## src/rtl/fpu_pkg.sv

```systemverilog
// Shared FPU constants and types for the FMADD add/normalise path.
// Field widths are expressed as MSB indices to match the packed FP word layout.
package fpu_pkg;

  localparam int STD   = 31;
  localparam int MAN   = 22;
  localparam int EXP   = 7;
  localparam int SUM_W = MAN + 6;
  localparam int LZ_W  = $clog2(MAN + 6);

  typedef enum logic [2:0] {
    FRM_RNE = 3'b000,
    FRM_RTZ = 3'b001,
    FRM_RDN = 3'b010,
    FRM_RUP = 3'b011,
    FRM_RMM = 3'b100
  } frm_e;

  typedef struct packed {
    logic guard;
    logic round;
    logic sticky;
  } grs_t;

  typedef struct packed {
    logic [MAN+1:0] mant;
    logic [EXP+1:0] exp;
    grs_t           grs;
    logic           zero;
  } norm_t;

endpackage

```

## src/rtl/fmadd_add_normalize_pipe_if.sv

```systemverilog
// Handshake and data bundle between the significand adder, the normaliser and
// the rounding block. master = upstream/downstream environment, slave = normaliser.
interface fmadd_add_normalize_pipe_if;
  import fpu_pkg::*;

  logic           in_valid;
  logic           in_ready;
  logic [MAN+5:0] in_sum;
  logic           in_sticky;
  logic [EXP+1:0] in_exp;
  logic           in_sign;
  logic [2:0]     in_frm;
  logic           in_uf_opa;
  logic           in_nx_mul;

  logic           out_valid;
  logic           out_ready;
  logic [MAN+1:0] out_mant;
  logic [EXP+1:0] out_exp;
  logic           out_guard;
  logic           out_round;
  logic           out_sticky;
  logic           out_sign;
  logic [2:0]     out_frm;
  logic           out_uf_opa;
  logic           out_nx_mul;
  logic           out_zero;

  modport master (
    output in_valid, in_sum, in_sticky, in_exp, in_sign, in_frm, in_uf_opa, in_nx_mul,
    input  in_ready,
    output out_ready,
    input  out_valid, out_mant, out_exp, out_guard, out_round, out_sticky,
           out_sign, out_frm, out_uf_opa, out_nx_mul, out_zero
  );

  modport slave (
    input  in_valid, in_sum, in_sticky, in_exp, in_sign, in_frm, in_uf_opa, in_nx_mul,
    output in_ready,
    input  out_ready,
    output out_valid, out_mant, out_exp, out_guard, out_round, out_sticky,
           out_sign, out_frm, out_uf_opa, out_nx_mul, out_zero
  );

endinterface

```

## src/rtl/fmadd_add_normalize_pipe_lzc.sv

```systemverilog
// Combinational leading-zero counter; returns WIDTH for an all-zero input.
module fmadd_lzc #(
  parameter int WIDTH = 27,
  parameter int CNT_W = $clog2(WIDTH + 1)
) (
  input  logic [WIDTH-1:0] i_data,
  output logic [CNT_W-1:0] o_cnt
);

  // Scanning upward lets the highest set bit have the final say.
  always_comb begin
    o_cnt = CNT_W'(WIDTH);
    for (int i = 0; i < WIDTH; i++) begin
      if (i_data[i]) o_cnt = CNT_W'(WIDTH - 1 - i);
    end
  end

endmodule

```

## src/rtl/fmadd_add_normalize_pipe.sv

```systemverilog
// Two-stage normaliser: stage 1 registers the adder sum and its leading-zero
// count, stage 2 shifts, adjusts the exponent and regenerates guard/round/sticky.
module fmadd_add_normalize_pipe
  import fpu_pkg::*;
(
  input  logic                          clk,
  input  logic                          rst,
  input  logic                          flush,
  fmadd_add_normalize_pipe_if.slave     bus
);

  logic           r_vld_p1, r_vld_p2;
  logic           w_rdy_p1, w_rdy_p2;
  logic [LZ_W-1:0] w_lz_p0;

  logic [MAN+5:0] r_sum_p1;
  logic           r_sticky_p1;
  logic [EXP+1:0] r_exp_p1;
  logic [LZ_W-1:0] r_lz_p1;
  logic           r_sign_p1, r_uf_p1, r_nx_p1;
  logic [2:0]     r_frm_p1;

  norm_t          w_norm_p1;
  norm_t          r_norm_p2;
  logic           r_sign_p2, r_uf_p2, r_nx_p2;
  logic [2:0]     r_frm_p2;

  // Subnormal results clamp the shift so the exponent never drops below 1.
  function automatic norm_t normalize(input logic [MAN+5:0]  sum,
                                      input logic            stk,
                                      input logic [EXP+1:0]  e,
                                      input logic [LZ_W-1:0] lz);
    norm_t          n;
    logic [EXP+1:0] lim;
    logic [EXP+1:0] sh;
    logic [MAN+4:0] t;
    n   = '0;
    lim = e - (EXP+2)'(1);
    sh  = '0;
    t   = '0;
    if (sum[MAN+5]) begin
      n.mant       = sum[MAN+5:4];
      n.grs.guard  = sum[3];
      n.grs.round  = sum[2];
      n.grs.sticky = sum[1] | sum[0] | stk;
      n.exp        = e + (EXP+2)'(1);
    end else if (sum == '0 && !stk) begin
      n.zero = 1'b1;
    end else begin
      if (e == '0)                     sh = '0;
      else if ((EXP+2)'(lz) < lim)     sh = (EXP+2)'(lz);
      else                             sh = lim;
      t            = sum[MAN+4:0] << sh;
      n.mant       = t[MAN+4:3];
      n.grs.guard  = t[2];
      n.grs.round  = t[1];
      n.grs.sticky = t[0] | stk;
      n.exp        = e - sh;
    end
    return n;
  endfunction

  assign w_rdy_p2     = ~r_vld_p2 | bus.out_ready;
  assign w_rdy_p1     = ~r_vld_p1 | w_rdy_p2;
  assign bus.in_ready = w_rdy_p1;

  fmadd_lzc #(.WIDTH(MAN + 5), .CNT_W(LZ_W)) u_lzc (
    .i_data (bus.in_sum[MAN+4:0]),
    .o_cnt  (w_lz_p0)
  );

  // ---- stage 0 -> 1: capture sum, exponent and leading-zero count ----
  always_ff @(posedge clk) begin
    if (rst || flush)  r_vld_p1 <= 1'b0;
    else if (w_rdy_p1) r_vld_p1 <= bus.in_valid;
  end

  always_ff @(posedge clk) begin
    if (bus.in_valid && w_rdy_p1) begin
      r_sum_p1    <= bus.in_sum;
      r_sticky_p1 <= bus.in_sticky;
      r_exp_p1    <= bus.in_exp;
      r_lz_p1     <= w_lz_p0;
      r_sign_p1   <= bus.in_sign;
      r_frm_p1    <= bus.in_frm;
      r_uf_p1     <= bus.in_uf_opa;
      r_nx_p1     <= bus.in_nx_mul;
    end
  end

  // ---- stage 1 -> 2: shift, exponent adjust, GRS regeneration ----
  assign w_norm_p1 = normalize(r_sum_p1, r_sticky_p1, r_exp_p1, r_lz_p1);

  always_ff @(posedge clk) begin
    if (rst || flush) begin
      r_vld_p2  <= 1'b0;
      r_norm_p2 <= '0;
      r_sign_p2 <= 1'b0;
      r_frm_p2  <= '0;
      r_uf_p2   <= 1'b0;
      r_nx_p2   <= 1'b0;
    end else if (w_rdy_p2) begin
      r_vld_p2 <= r_vld_p1;
      if (r_vld_p1) begin
        r_norm_p2 <= w_norm_p1;
        r_sign_p2 <= r_sign_p1;
        r_frm_p2  <= r_frm_p1;
        r_uf_p2   <= r_uf_p1;
        r_nx_p2   <= r_nx_p1;
      end
    end
  end

  assign bus.out_valid  = r_vld_p2;
  assign bus.out_mant   = r_norm_p2.mant;
  assign bus.out_exp    = r_norm_p2.exp;
  assign bus.out_guard  = r_norm_p2.grs.guard;
  assign bus.out_round  = r_norm_p2.grs.round;
  assign bus.out_sticky = r_norm_p2.grs.sticky;
  assign bus.out_zero   = r_norm_p2.zero;
  assign bus.out_sign   = r_sign_p2;
  assign bus.out_frm    = r_frm_p2;
  assign bus.out_uf_opa = r_uf_p2;
  assign bus.out_nx_mul = r_nx_p2;

endmodule

```

## src/flat_wrapper.sv

```systemverilog
// flat-port wrapper written by rule: the top's interface ports become plain ports
module fmadd_add_normalize_pipe_flat import fpu_pkg::*;
  (clk, rst, flush, bus_in_valid, bus_in_sum, bus_in_sticky, bus_in_exp, bus_in_sign, bus_in_frm, bus_in_uf_opa, bus_in_nx_mul, bus_in_ready, bus_out_ready, bus_out_valid, bus_out_mant, bus_out_exp, bus_out_guard, bus_out_round, bus_out_sticky, bus_out_sign, bus_out_frm, bus_out_uf_opa, bus_out_nx_mul, bus_out_zero);
  fmadd_add_normalize_pipe_if bus_i ();
  input  logic clk;
  input  logic rst;
  input  logic flush;
  input wire logic [$bits(bus_i.in_valid)-1:0] bus_in_valid;
  input wire logic [$bits(bus_i.in_sum)-1:0] bus_in_sum;
  input wire logic [$bits(bus_i.in_sticky)-1:0] bus_in_sticky;
  input wire logic [$bits(bus_i.in_exp)-1:0] bus_in_exp;
  input wire logic [$bits(bus_i.in_sign)-1:0] bus_in_sign;
  input wire logic [$bits(bus_i.in_frm)-1:0] bus_in_frm;
  input wire logic [$bits(bus_i.in_uf_opa)-1:0] bus_in_uf_opa;
  input wire logic [$bits(bus_i.in_nx_mul)-1:0] bus_in_nx_mul;
  output wire logic [$bits(bus_i.in_ready)-1:0] bus_in_ready;
  input wire logic [$bits(bus_i.out_ready)-1:0] bus_out_ready;
  output wire logic [$bits(bus_i.out_valid)-1:0] bus_out_valid;
  output wire logic [$bits(bus_i.out_mant)-1:0] bus_out_mant;
  output wire logic [$bits(bus_i.out_exp)-1:0] bus_out_exp;
  output wire logic [$bits(bus_i.out_guard)-1:0] bus_out_guard;
  output wire logic [$bits(bus_i.out_round)-1:0] bus_out_round;
  output wire logic [$bits(bus_i.out_sticky)-1:0] bus_out_sticky;
  output wire logic [$bits(bus_i.out_sign)-1:0] bus_out_sign;
  output wire logic [$bits(bus_i.out_frm)-1:0] bus_out_frm;
  output wire logic [$bits(bus_i.out_uf_opa)-1:0] bus_out_uf_opa;
  output wire logic [$bits(bus_i.out_nx_mul)-1:0] bus_out_nx_mul;
  output wire logic [$bits(bus_i.out_zero)-1:0] bus_out_zero;
  assign bus_i.in_valid = bus_in_valid;
  assign bus_i.in_sum = bus_in_sum;
  assign bus_i.in_sticky = bus_in_sticky;
  assign bus_i.in_exp = bus_in_exp;
  assign bus_i.in_sign = bus_in_sign;
  assign bus_i.in_frm = bus_in_frm;
  assign bus_i.in_uf_opa = bus_in_uf_opa;
  assign bus_i.in_nx_mul = bus_in_nx_mul;
  assign bus_in_ready = bus_i.in_ready;
  assign bus_i.out_ready = bus_out_ready;
  assign bus_out_valid = bus_i.out_valid;
  assign bus_out_mant = bus_i.out_mant;
  assign bus_out_exp = bus_i.out_exp;
  assign bus_out_guard = bus_i.out_guard;
  assign bus_out_round = bus_i.out_round;
  assign bus_out_sticky = bus_i.out_sticky;
  assign bus_out_sign = bus_i.out_sign;
  assign bus_out_frm = bus_i.out_frm;
  assign bus_out_uf_opa = bus_i.out_uf_opa;
  assign bus_out_nx_mul = bus_i.out_nx_mul;
  assign bus_out_zero = bus_i.out_zero;
  fmadd_add_normalize_pipe u_core (.clk(clk), .rst(rst), .flush(flush), .bus(bus_i));
endmodule
```

## config.mk

```make
export PLATFORM = sky130hd
export DESIGN_NAME = fmadd_add_normalize_pipe_flat
export DESIGN_NICKNAME = d
export VERILOG_FILES = /design/src/rtl/fpu_pkg.sv /design/src/rtl/fmadd_add_normalize_pipe_if.sv /design/src/rtl/fmadd_add_normalize_pipe_lzc.sv /design/src/rtl/fmadd_add_normalize_pipe.sv /design/src/flat_wrapper.sv
export SDC_FILE = /design/constraint.sdc
export NUM_CORES = 1
export LEC_CHECK = 0
export BUFFER_PORTS_ARGS = -buffer_cell sky130_fd_sc_hd__buf_2
export CORE_UTILIZATION = 52
export CTS_CLUSTER_DIAMETER = 150
export CTS_CLUSTER_SIZE = 28
export DETAILED_ROUTE_END_ITERATION = 8
export PLACE_DENSITY = 0.74
export RECOVER_POWER = 50
export SETUP_SLACK_MARGIN = 0.15
export SLEW_MARGIN = 20
export SYNTH_ARGS = -nofsm -noshare
export SYNTH_HDL_FRONTEND = slang
export SYNTH_HIERARCHICAL = 1
export SYNTH_SLANG_ARGS = --single-unit
```

## constraint.sdc

```tcl
create_clock -name clk -period 4.5 [get_ports clk]
set_input_delay 0.225 -clock clk [delete_from_list [all_inputs] [get_ports clk]]
set_output_delay 0.225 -clock clk [all_outputs]
set_load 0.01 [all_outputs]
```

# After elaboration in Yosys (flattened, before gate mapping)
# Index checks and enable logic that the tools add are counted.
[word_totals]
ff_bits = 94
in_bits = 49
out_inout_bits = 45
wordCells = 81
[classes]
n_addsub = 3
n_lt_le_gt_ge = 1
shifts = 1
muxes = 34
bitwise_logic = 7
n_reduce_logical = 11
[op_table]
columns = ["operator", "count"]
rows = [
  ["two-way mux 36 bit", 2],
  ["two-way mux 5 bit", 10],
  ["two-way mux 9 bit", 4],
  ["two-way mux 4 bit", 8],
  ["zero test 28 bit", 1],
  ["left shift 27 x 9 -> 27 bit", 1],
  ["OR reduction 16 bit", 1],
  ["two-way mux 3 bit", 4],
  ["adder 9 x 1 -> 9 bit (second input constant)", 1],
  ["zero test 9 bit", 1],
  ["less-than comparator 5 x 9 -> 1 bit", 1],
  ["subtractor 9 x 1 -> 9 bit (second input constant)", 1],
  ["subtractor 9 bit", 1],
  ["OR reduction 8 bit", 1],
  ["bitwise OR 1 bit", 5],
  ["two-way mux 1 bit", 4],
  ["two-way mux 2 bit", 2],
  ["OR reduction 4 bit", 1],
  ["logical AND 1 bit", 2],
  ["inverter 1 bit", 2],
  ["AND reduction 2 bit", 1],
  ["OR reduction 2 bit", 1],
  ["zero test 1 bit", 1],
  ["logical OR 1 bit", 1],
]

# Longest topological paths before layout
# Gate-level depths: netlist (run 1).
[logic_depth]
ltp_word = 26
mapped_depth = 27
mapped_depth_nobuf = 24

# Hierarchy
# Netlist (run 1), hierarchy kept.
[modules_own_cells]
columns = ["mod", "instances", "cells_each", "area_per_inst_um2", "seq_area_each_um2"]
rows = [
  ["fmadd_add_normalize_pipe", 1, 573, 5587.9, 2372.3],
  ["fmadd_lzc", 1, 51, 277.8, 0.0],
]

# Worst setup path after synthesis (run 1)
# No wires, ideal clock.
[synth_path]
path_kind = "register -> register"
start = "register u_core.r_exp_p1[1]"
end = "register u_core.r_norm_p2, in the netlist u_core/bus.out_exp[8]"
arrival_time_ns = 4.744
required_ns = 4.368
slack_ns = -0.377
stages_incl_launch_ff = 27
n_path_buf = 3
period_less_slack_ns = 4.877
cell_sequence = "edfxtp_1 -> buf_2 -> inv_1 -> ha_1 -> xnor2_1 -> ha_1 -> a21oi_1 -> a21oi_1 -> or2_2 -> buf_1 -> a31oi_2 -> nor2_8 -> inv_6 -> buf_4 -> ha_1 -> inv_1 -> fa_1 -> a21o_1 -> a21oi_1 -> o21bai_1 -> a21oi_1 -> o21bai_1 -> a21oi_1 -> o21ai_0 -> and3_1 -> o21ai_0 -> a21oi_1"
[synth_between]
elab_chain_cells = 9
word_cells_on_any_way = 11
[synth_lines]
columns = ["element", "line", "source"]
rows = [
  ["from (decl)", "fmadd_add_normalize_pipe.sv:18", "logic [EXP+1:0] r_exp_p1;"],
  ["from (signal assigned)", "fmadd_add_normalize_pipe.sv:82", "r_exp_p1 <= bus.in_exp;"],
  ["subtractor 9 x 1 -> 9 bit", "fmadd_add_normalize_pipe.sv:38", "lim = e - (EXP+2)'(1);"],
  ["less-than comparator 5 x 9 -> 1 bit", "fmadd_add_normalize_pipe.sv:51", "else if ((EXP+2)'(lz) < lim) sh = (EXP+2)'(lz);"],
  ["two-way mux 9 bit", "fmadd_add_normalize_pipe.sv:51", ""],
  ["two-way mux 9 bit", "fmadd_add_normalize_pipe.sv:50", "if (e == '0) sh = '0;"],
  ["two-way mux 9 bit", "fmadd_add_normalize_pipe.sv:47", "end else if (sum == '0 && !stk) begin"],
  ["two-way mux 9 bit", "fmadd_add_normalize_pipe.sv:41", "if (sum[MAN+5]) begin"],
  ["subtractor 9 bit", "fmadd_add_normalize_pipe.sv:58", "n.exp = e - sh;"],
  ["two-way mux 36 bit", "fmadd_add_normalize_pipe.sv:47", ""],
  ["two-way mux 36 bit (*)", "fmadd_add_normalize_pipe.sv:41", ""],
  ["to (signal assigned)", "fmadd_add_normalize_pipe.sv:105", "r_norm_p2 <= w_norm_p1;"],
  ["to (decl)", "fmadd_add_normalize_pipe.sv:24", "norm_t r_norm_p2;"],
]
# Mark *: on every way between the ends. The rest lies on a longest branch, timed or not. The select of a mux whose other input is x is not followed.
# A chain may end at the register's enable or synchronous reset.

# Worst setup path after layout (run 1)
[layout_path]
start = "register u_core.r_exp_p1[0]"
end = "register u_core.r_norm_p2, in the netlist u_core/bus.out_exp[8]"
# The elaborated chain is that of the path after synthesis.

==> results of run 1 <==
==> stage by stage <==
| stage | total power [mW] | utilization [%] | instances | worst slack (ps) | hold WS, ps |
|---|---|---|---|---|---|
| after floorplan | 1.26 | - | 626 | 151 | 324 |
| after global placement | 1.38 | 59.4 | 834 | 413 | 402 |
| after detailed placement | 1.39 | 59.4 | 834 | 229 | 403 |
| after CTS | 2.17 | 62.3 | 850 | 209 | 38.3 |
| after global routing | 2.25 | 62.0 | 855 | 69.5 | 40.5 |
| final | 2.16 | 62.0 | 855 | 291 | 53.5 |
==> sequential cells by signal, summed over array words and instances, names as in the netlist, 3 cells and up <==
| name | flops |
|---|---|
| u_core/r_sum_p1 | 28 |
| u_core/bus.out_mant | 24 |
| u_core/bus.out_exp | 9 |
| u_core/r_exp_p1 | 9 |
| u_core/r_lz_p1 | 5 |
| u_core/bus.out_frm | 3 |
| u_core/r_frm_p1 | 3 |
==> cells by family after synthesis <==
kind of cell / count (synthesis)
compound gates: 174
xor+xnor: 14
fa+ha+maj: 16
buf+inv: 56
flops: 94
mux: 60
other cells: 1
simple gates: 209
==> repair_timing <==
action,in CTS,in global routing
gates resized for setup,0,7
endpoints found under the setup margin,0,3
buffers inserted,0,5
==> layer usage <==
metal,vias to the layer above,track usage [%]
met5,-,0
met4,0,13.3
met3,44,5.79
met2,304,48.3
met1,2569,40.9
li1,2547,-
==> final cells by class <==
type                       instances  area, um2
timing repair buffer             112        519
clock inverter                     1       7.51
multi-input combinational        476       3330
inverter                          17       71.3
tap                              140        175
fill                             984       4150
sequential                        94       2370
clock buffer                      15        312
==> worst max-delay path, stage by stage, from the launching register on <==
cell and delay, ps:
edfxtp_1 440, inv_4 120, ha_4 160, nand2_1 80
xor2_2 160, ha_1 300, a21o_1 200, or2_4 270
a31oi_4 270, nor2_8 80, inv_6 50, ha_2 160
inv_1 60, fa_2 350, a21o_1 200, a21oi_2 160
o21bai_1 100, a21oi_2 170, o21bai_1 90, a21oi_1 190
o21ai_0 90, and3_1 190, o21ai_2 110, a21oi_1 70
==> report_power, final <==
part           switching, mW  total (mW)  internal, mW
Combinational          0.246       0.404         0.159
Sequential            0.0398       0.979         0.940
Clock                  0.306       0.781         0.475
Total                  0.592        2.16          1.57
==> final timing paths <==
| path | start | to | cells after the start |
|---|---|---|---|
| setup reg to reg | u_core/r_exp_p1[0]$_DFFE_PP_ | u_core/bus.out_exp[8]$_SDFFE_PP0P_ | 23 |
| hold reg to reg | u_core/bus.out_uf_opa$_SDFFE_PP0P_ | u_core/bus.out_uf_opa$_SDFFE_PP0P_ | 2 |
| setup / recovery | u_core/r_exp_p1[0]$_DFFE_PP_ | u_core/bus.out_exp[8]$_SDFFE_PP0P_ | 23 |
| hold / removal | bus_in_exp[7] | u_core/r_exp_p1[7]$_DFFE_PP_ | 1 |
==> cell usage in the layout (no fill, tap or decap), drive strengths merged, types with 3 or more instances in the layout <==
cell type,count
mux2,16
o211ai,4
o21a,3
mux2i,44
nand2b,6
a22o,3
a211oi,3
nand2,52
or3,3
nor4,17
conb,3
nor2,54
a211o,5
clkbuf,86
dfxtp,45
nand4,9
a31o,3
xor2,3
a221oi,23
o21ai,38
a21oi,48
inv,17
nor2b,5
xnor2,11
ha,15
a31oi,6
buf,41
a21o,5
and2,3
nor3,22
edfxtp,49
o211a,3
and3,10
nand3,22
==> results_dict.tcl, run 1 <==
set metrics [dict create \
    drtIter0Drc 526 \
    firstDrtPassIters 7 \
    tns_ps 0 \
    setup_viol 0 \
    outcome "complete, no violations" \
    power.leakage_nw 2.53 \
    cts_tree "done" \
    initial_utilization_pct 53.6 \
    fin_area_um2 6780 \
    clock_latency_ps 350 \
    worstMarginPinSlew_ps 859 \
    synth_top_area_share_pct 25.1 \
    wl_met1_um 7700 \
    ys_seq_area_share_pct 40.4 \
    gp_congestion 0.950 \
    wl_met3_um 1410 \
    yosys.area.top_type "edfxtp_1" \
    ys_seq_elements 94 \
    topRoutingLayerUsed "met4" \
    cp-start-kind "flop" \
    yosys-top-cells-count "52 x nand2_1, 52 x nor2_1, 49 x edfxtp_1, 47 x a21oi_1, 45 x dfxtp_1" \
    endpoint_kind "flop" \
    drv_cap 0 \
    synth_cell_types 83 \
    rsz0062_at_grt "true" \
    critPathMaxFanout 7 \
    synth_area_per_cell_um2 9.40 \
    ant_nets 0 \
    n_antenna_cell 0 \
    ir_drop_uv 256 \
    synth_top_family_by_area "compound AO/OA/AOI/OAI gates" \
    placed_cell_area_um2 6490 \
    slew_headroom_pct 42.7 \
    synth_compound_area_share_pct 20.8 \
    fin_skew_ps 10.9 \
    crit_type "reg -> reg" \
    synth_xor_area_share_pct 2.09 \
    synthCells 624 \
    pwr_density_cell_nw_per_um2 319 \
    synth-edff-count 49 \
    min_path_type "in -> reg" \
    postRouteWirelength_um 17600 \
    die_area_um2 11700 \
    cts-htree-levels 3 \
    clockBufferDepth 2 \
    die_w_um 108 \
    grt_pass1_wl_um 26900 \
    fin_crit_ps 4210 \
    reg2reg_slack_ps 290 \
    fin_crit_sh_pct 93.5 \
    hold_viol 0 \
    cts_buffers 9 \
    grt_usage_pct 30.6 \
    wl_per_cell_um 20.5 \
    ys_dominant_reg_cell "edfxtp_1" \
    hold_buffers 0 \
    syn-cell-area_um2 5870 \
    met2_length_um 7900 \
    coreArea_um2 10900 \
    avgViaCountPerCell 6.39 \
    final_nets 775 \
    drive_gt1_share_pct 15.2 \
    rows 38 \
    io_pins 94 \
    antenna_found_initial 0 \
    worstPathArrival_ps 4410 \
    clk_pin_slew_ps 60 \
    drv_slew 0 \
    syn_to_final_growth_pct 15.6 \
    cp.required_ps 4710 \
    grt_max_degree 50 \
    cts_root_buf "clkbuf_16" \
    grt_pass1_vias 4993 \
    synth_warnings 6 \
    synth_fa_ha_area_share_pct 3.54 \
    dp_hpwl_um 12900 \
    vias 5464 \
    die_y_um 108 \
    drc 0 \
    synth_mux_area_share_pct 11.0 \
    synthTopCellsByArea "edfxtp_1 25%, dfxtp_1 15%, mux2i_1 7.3%, a21oi_1 4.0%, nand2_1 3.3%" \
    synthArstFlopShare_pct 0 \
    io_buffer_count 93 \
    overflow 0 \
    max_freq_ghz 0.238 \
    cts.sinks 94 \
    synth-simple-area-share_pct 17.7 \
]
No activity file was read; power rests on OpenSTA's default activity.
==> run 2, diff against run 1 <==
- CORE_ASPECT_RATIO: not set -> 2
- PLACE_DENSITY: 0.74 -> 0.8
==> run 2 against run 1 <==
Compared with the run above:
- wire length grew 11%
- register-to-register slack got worse by 70 ps
- maximum frequency shrank 1.6%
- clock-buffer cell count down 6
- clock power down 4.7%
- critical path depth is 2 lower
- hold slack lost 9.6 ps
- sequential power about the same
- combinational power grew 5.7%
- first-iteration DRC count is 27% higher
- clock skew is 3.1 ps lower
- highest routed layer unchanged
==> results_dict.tcl, run 2 (synthesis gave the netlist of run 1 again) <==
set metrics [dict create \
    initial_utilization_pct 53.6 \
    dp_hpwl_um 14300 \
    cp_cell_sequence "inv_2 -> ha_4 -> xnor2_4 -> ha_1 -> a21oi_1 -> a21oi_2 -> or2_4 -> and3_4 -> o211a_4 -> inv_2 -> ha_1 -> nor2b_1 -> o21ai_1 -> a21boi_0 -> o21ai_1 -> nand2b_1 -> a21o_1 -> a21oi_2 -> xnor2_1 -> a221oi_2 -> nor3_1" \
    r2r_cells 21 \
    cts_root_buf "clkbuf_16" \
    slew_headroom_pct 29.3 \
    fin_crit_sh_pct 95.1 \
    setup_viol 0 \
    gp_congestion 0.998 \
    postLayoutCoreUtil_pct 62.6 \
    cts_buffers 9 \
    final_nets 783 \
    die_w_um 77.1 \
    wl_per_cell_um 22.7 \
    reg2reg_slack_ps 220 \
    worstPathArrival_ps 4500 \
    most-common-layout-cells "70 x clkbuf_1, 51 x nor2_1, 51 x nand2_1, 49 x edfxtp_1, 45 x dfxtp_1" \
    cts-htree-levels 3 \
    drv_cap 0 \
    coreArea_um2 10900 \
    rsz0062_at_grt "true" \
    cts_tree "done" \
    clk_pin_slew_ps 70 \
    endpoint_kind "flop" \
    worstMarginPinSlew_ps 1060 \
    syn_to_final_growth_pct 16.8 \
    die_y_um 152 \
    fin_crit_ps 4280 \
    hold_buffers 0 \
    pwr_density_cell_nw_per_um2 314 \
    ir_drop_uv 245 \
    min_path_type "in -> reg" \
    antenna_found_initial 0 \
    ant_nets 0 \
    hold_viol 0 \
    outcome "complete, no violations" \
    grt_pass1_vias 5491 \
    slowest_delay_ps 410 \
    clock_latency_ps 350 \
    avgViaCountPerCell 6.51 \
    largest_reg_flops 28 \
    io_buffer_count 93 \
    grt_usage_pct 33.5 \
    drc 0 \
    cp.required_ps 4720 \
    power.leakage_nw 2.57 \
    critPathMaxFanout 6 \
    drv_slew 0 \
    max_freq_ghz 0.234 \
    die_area_um2 11700 \
    grt_pass1_wl_um 29900 \
    multiInputGateArea_um2 3360 \
    overflow 0 \
    postRouteWirelength_um 19600 \
    crit_type "reg -> reg" \
    final_common_cell "clkbuf_1" \
    grt_max_degree 50 \
    vias 5621 \
    critPathSlowestCell "edfxtp_1" \
    cts.sinks 94 \
    firstDrtPassIters 7 \
    n_antenna_cell 0 \
    nFillCells 991 \
    rows 54 \
    largest_register "u_core/r_sum_p1" \
    hold_path_depth 1 \
    drtIter0Drc 669 \
    cp-start-kind "flop" \
    drive_gt1_share_pct 16.9 \
    io_pins 94 \
    fin_skew_ps 7.74 \
    final-seq-area_um2 2370 \
    clockBufferDepth 2 \
    tns_ps 0 \
]
## run 2: metal layers
layer	part of all wire [%]	vias up	track usage, %
li1	-	2556	-
met1	36	2694	36.7
met2	50	280	58.1
met3	5.6	91	4.85
met4	7.5	0	23.6
met5	0	-	0
## run 2: per-stage QoR
| step | std cells | setup slack, ps | total power, mW | hold WS, ps | instance area (um2) |
|---|---|---|---|---|---|
| after CTS | 857 | 174 | 2.14 | 38.8 | 6840 |
| after global placement | 840 | 407 | 1.39 | 402 | 6540 |
| after detailed placement | 840 | 233 | 1.40 | 403 | 6540 |
| after global routing | 863 | 43.1 | 2.23 | 40.2 | 6850 |
| after floorplan | 626 | 151 | 1.26 | 324 | 5960 |
| final | 863 | 222 | 2.15 | 43.9 | 6850 |
## run 2: area by class of cell
cell class | instances | area share, %
multi-input combinational | 476 | 49.1
timing repair buffer | 120 | 8.48
clock buffer | 9 | 3.29
clock inverter | 7 | 0.913
tap | 140 | 2.56
inverter | 17 | 1.00
sequential | 94 | 34.6
## run 2: where the power goes
| group | leakage (nW) | internal (mW) | switching [mW] |
|---|---|---|---|
| clock | 0.145 | 0.389 | 0.356 |
| combinational | 1.58 | 0.167 | 0.260 |
| sequential | 0.848 | 0.939 | 0.0418 |
## run 2: final timing paths
path                                             end                               start
setup / recovery  u_core/bus.out_exp[7]$_SDFFE_PP0P_        u_core/r_exp_p1[0]$_DFFE_PP_
hold / removal          u_core/r_exp_p1[8]$_DFFE_PP_                       bus_in_exp[8]
setup reg to reg  u_core/bus.out_exp[7]$_SDFFE_PP0P_        u_core/r_exp_p1[0]$_DFFE_PP_
hold reg to reg   u_core/bus.out_frm[0]$_SDFFE_PP0P_  u_core/bus.out_frm[0]$_SDFFE_PP0P_
## run 2: repair_timing
action	CTS	global route
gates cloned	0	0
buffers inserted	1	6
setup endpoints to repair	1	3
resized for setup	0	12
pin swaps	0	17
## run 2: worst max-delay path, delay by kind of cell, from the launching register on
kind / cells / cell delay, ps
DFF: 1 / 410
adders and majority gates: 3 / 710
buffers and inverters: 2 / 210
xor gates and xnor gates: 2 / 260
AOI/OAI and AO/OA: 9 / 1750
and+or+nand+nor: 5 / 810
==> run 3, diff against run 2 <==
- CORE_UTILIZATION: 52 -> 53
- CTS_BUF_LIST: not set -> sky130_fd_sc_hd__clkbuf_8
- PLACE_DENSITY: 0.8 -> 0.81
==> run 3 against run 2 <==
Compared with the run above:
- non-clock buffer count up 12
- utilization increased by 0.84 points
- clock-buffer cell count up 1
- sequential share of layout area barely moved
- via count grew 0.39%
- first-iteration DRC count decreased by 22%
- critical path type unchanged
- highest routed layer unchanged
==> results_dict.tcl, run 3 (synthesis gave the netlist of run 1 again) <==
set metrics [dict create \
    cts-htree-levels 3 \
    rsz0062_at_grt "false" \
    overflow 0 \
    clk_pin_slew_ps 100 \
    grt_max_degree 50 \
    fin_crit_ps 4230 \
    hold_viol 0 \
    max_freq_ghz 0.236 \
    vias 5643 \
    critPathMaxFanout 12 \
    grt.met2_usage_pct 63.2 \
    met3_usage_pct 4.88 \
    grt_pass1_vias 5328 \
    clockBufferDepth 2 \
    cts_root_buf "clkbuf_8" \
    outcome "complete, no violations" \
    most-common-layout-cells "71 x clkbuf_1, 52 x nor2_1, 51 x nand2_1, 49 x edfxtp_1, 45 x dfxtp_1" \
    drtIter0Drc 523 \
    r2r_cells 17 \
    grt_busiest_layer "met2" \
    drv_cap 0 \
    crit_type "reg -> reg" \
    grt_usage_pct 34.4 \
    final_common_cell "clkbuf_1" \
    firstDrtPassIters 6 \
    worstMarginPinSlew_ps 874 \
    cp.required_ps 4730 \
    io_buffer_count 93 \
    fin_skew_ps 19.5 \
    wl_per_cell_um 22.5 \
    placed_cell_area_um2 6570 \
    cts.sinks 94 \
    min_path_type "in -> reg" \
    ant_nets 0 \
    cp_num_cells 17 \
    critPathSlowestCell "a221oi_1" \
    postRouteWirelength_um 19700 \
    pwr_density_cell_nw_per_um2 291 \
    grt_pass1_wl_um 29600 \
    clock_latency_ps 380 \
    die_area_um2 11500 \
    grtUsageMet1_pct 36.6 \
    endpoint_kind "flop" \
    p_total_mw 1.99 \
    reg2reg_to "u_core/bus.out_mant[15]$_SDFFE_PP0P_" \
    largest_register "u_core/r_sum_p1" \
    rows 54 \
    drv_slew 0 \
    fin_crit_sh_pct 94.0 \
    cp_top_family "compound AO/OA/AOI/OAI gates" \
    largest_reg_flops 28 \
    fin_area_um2 6860 \
    coreArea_um2 10800 \
    cp-start-kind "flop" \
    power.leakage_nw 2.58 \
    avgViaCountPerCell 6.45 \
    drc 0 \
    worst-path-buf-inv 4 \
    drive_gt1_share_pct 17.7 \
    final_nets 795 \
    cp_cell_sequence "inv_2 -> ha_4 -> nand2_4 -> xor2_2 -> ha_1 -> a21o_1 -> or2_4 -> a31oi_4 -> nor2_8 -> inv_8 -> buf_4 -> buf_4 -> mux2i_1 -> mux2i_1 -> mux2_2 -> a221oi_1 -> a21oi_1" \
    rr_startpoint "u_core/r_exp_p1[1]$_DFFE_PP_" \
    reg2reg_slack_ps 270 \
    antenna_found_initial 0 \
    die_y_um 151 \
    tns_ps 0 \
    gp_congestion 0.996 \
    initial_utilization_pct 54.3 \
    worstPathArrival_ps 4460 \
    cts_tree "done" \
    slew_headroom_pct 41.8 \
    nFillCells 967 \
    slowest_delay_ps 550 \
    cts_buffers 9 \
    io_pins 94 \
    die_w_um 76.4 \
    dp_hpwl_um 14700 \
    endpoint "u_core/bus.out_mant[15]$_SDFFE_PP0P_" \
    syn_to_final_growth_pct 16.9 \
    crit_start "u_core/r_exp_p1[1]$_DFFE_PP_" \
    ir_drop_uv 255 \
    setup_viol 0 \
    n_antenna_cell 0 \
]
[run 3: changes by cell type in the layout (fill, tap and decap cells not counted), moves of 2 or more]
cell and change:
clkbuf_16 -9, buf_4 +9, a21oi_1 -2, dlygate4sd3_1 +3, inv_6 -3, clkbuf_8 +10
a21oi_2 +2
[run 3: worst min path at each step]
| stage | from | endpoint | slack (ps) | cells after the start |
|---|---|---|---|---|
| finish | bus_in_uf_opa | u_core/r_uf_p1$_DFFE_PP_ | 20 | 1 |
| global route | bus_in_exp[6] | u_core/r_exp_p1[6]$_DFFE_PP_ | 4 | 1 |
| floorplan | bus_in_exp[0] | u_core/r_exp_p1[0]$_DFFE_PP_ | 320 | 0 |
| global placement | bus_in_sticky | u_core/r_sticky_p1$_DFFE_PP_ | 400 | 1 |
| CTS | bus_in_exp[6] | u_core/r_exp_p1[6]$_DFFE_PP_ | 0.8 | 1 |
| detailed placement | bus_in_sum[27] | u_core/r_sum_p1[27]$_DFFE_PP_ | 400 | 1 |
[run 3: cell type report]
class	count	area, um2	share of cell area [%]
clock buffer	10	138	2.01
tap	140	175	2.56
timing repair buffer	132	677	9.87
clock inverter	6	63.8	0.931
multi-input combinational	476	3360	49.0
inverter	17	71.3	1.04
sequential	94	2370	34.6
[run 3: routing by layer]
metal / routed length [um] / part of all wire, % / up-vias
li1: - / - / 2585
met1: 6980 / 35 / 2663
met2: 10400 / 53 / 305
met3: 1150 / 5.9 / 90
met4: 1230 / 6.2 / 0
met5: 0 / 0 / -
[run 3: worst reg2reg max path: stages (launching register included)]
cell,delay (ps)
edfxtp_1,430
inv_2,120
ha_4,190
nand2_4,60
xor2_2,150
ha_1,330
a21o_1,180
or2_4,290
a31oi_4,240
nor2_8,90
inv_8,70
buf_4,170
buf_4,250
mux2i_1,300
mux2i_1,210
mux2_2,320
a221oi_1,550
a21oi_1,150
[run 3: metrics by stage]
| stage | util, % | worst slack (ps) | cells | hold slack, ps |
|---|---|---|---|---|
| after floorplan | - | 151 | 626 | 324 |
| after detailed placement | 60.7 | 123 | 844 | 403 |
| after global routing | 63.4 | 126 | 875 | 3.93 |
| final | 63.4 | 268 | 875 | 16.7 |
| after CTS | 63.0 | 184 | 864 | 0.799 |
| after global placement | 60.7 | 312 | 844 | 401 |
[run 3: where the power goes]
group | leakage, nW | internal (mW) | switching (mW) | total (mW)
Combinational | 1.64 | 0.175 | 0.266 | 0.441
Sequential | 0.848 | 0.938 | 0.0415 | 0.980
Clock | 0.0997 | 0.231 | 0.340 | 0.572
[run 3: timing repair]
action                                 4_1_cts  5_1_grt
hold buffers                                 1        2
buffers inserted                             3        9
pin swaps                                    1       15
gates resized for setup                      2       11
endpoints found under the hold margin        1        2
setup endpoints to repair                    1        3
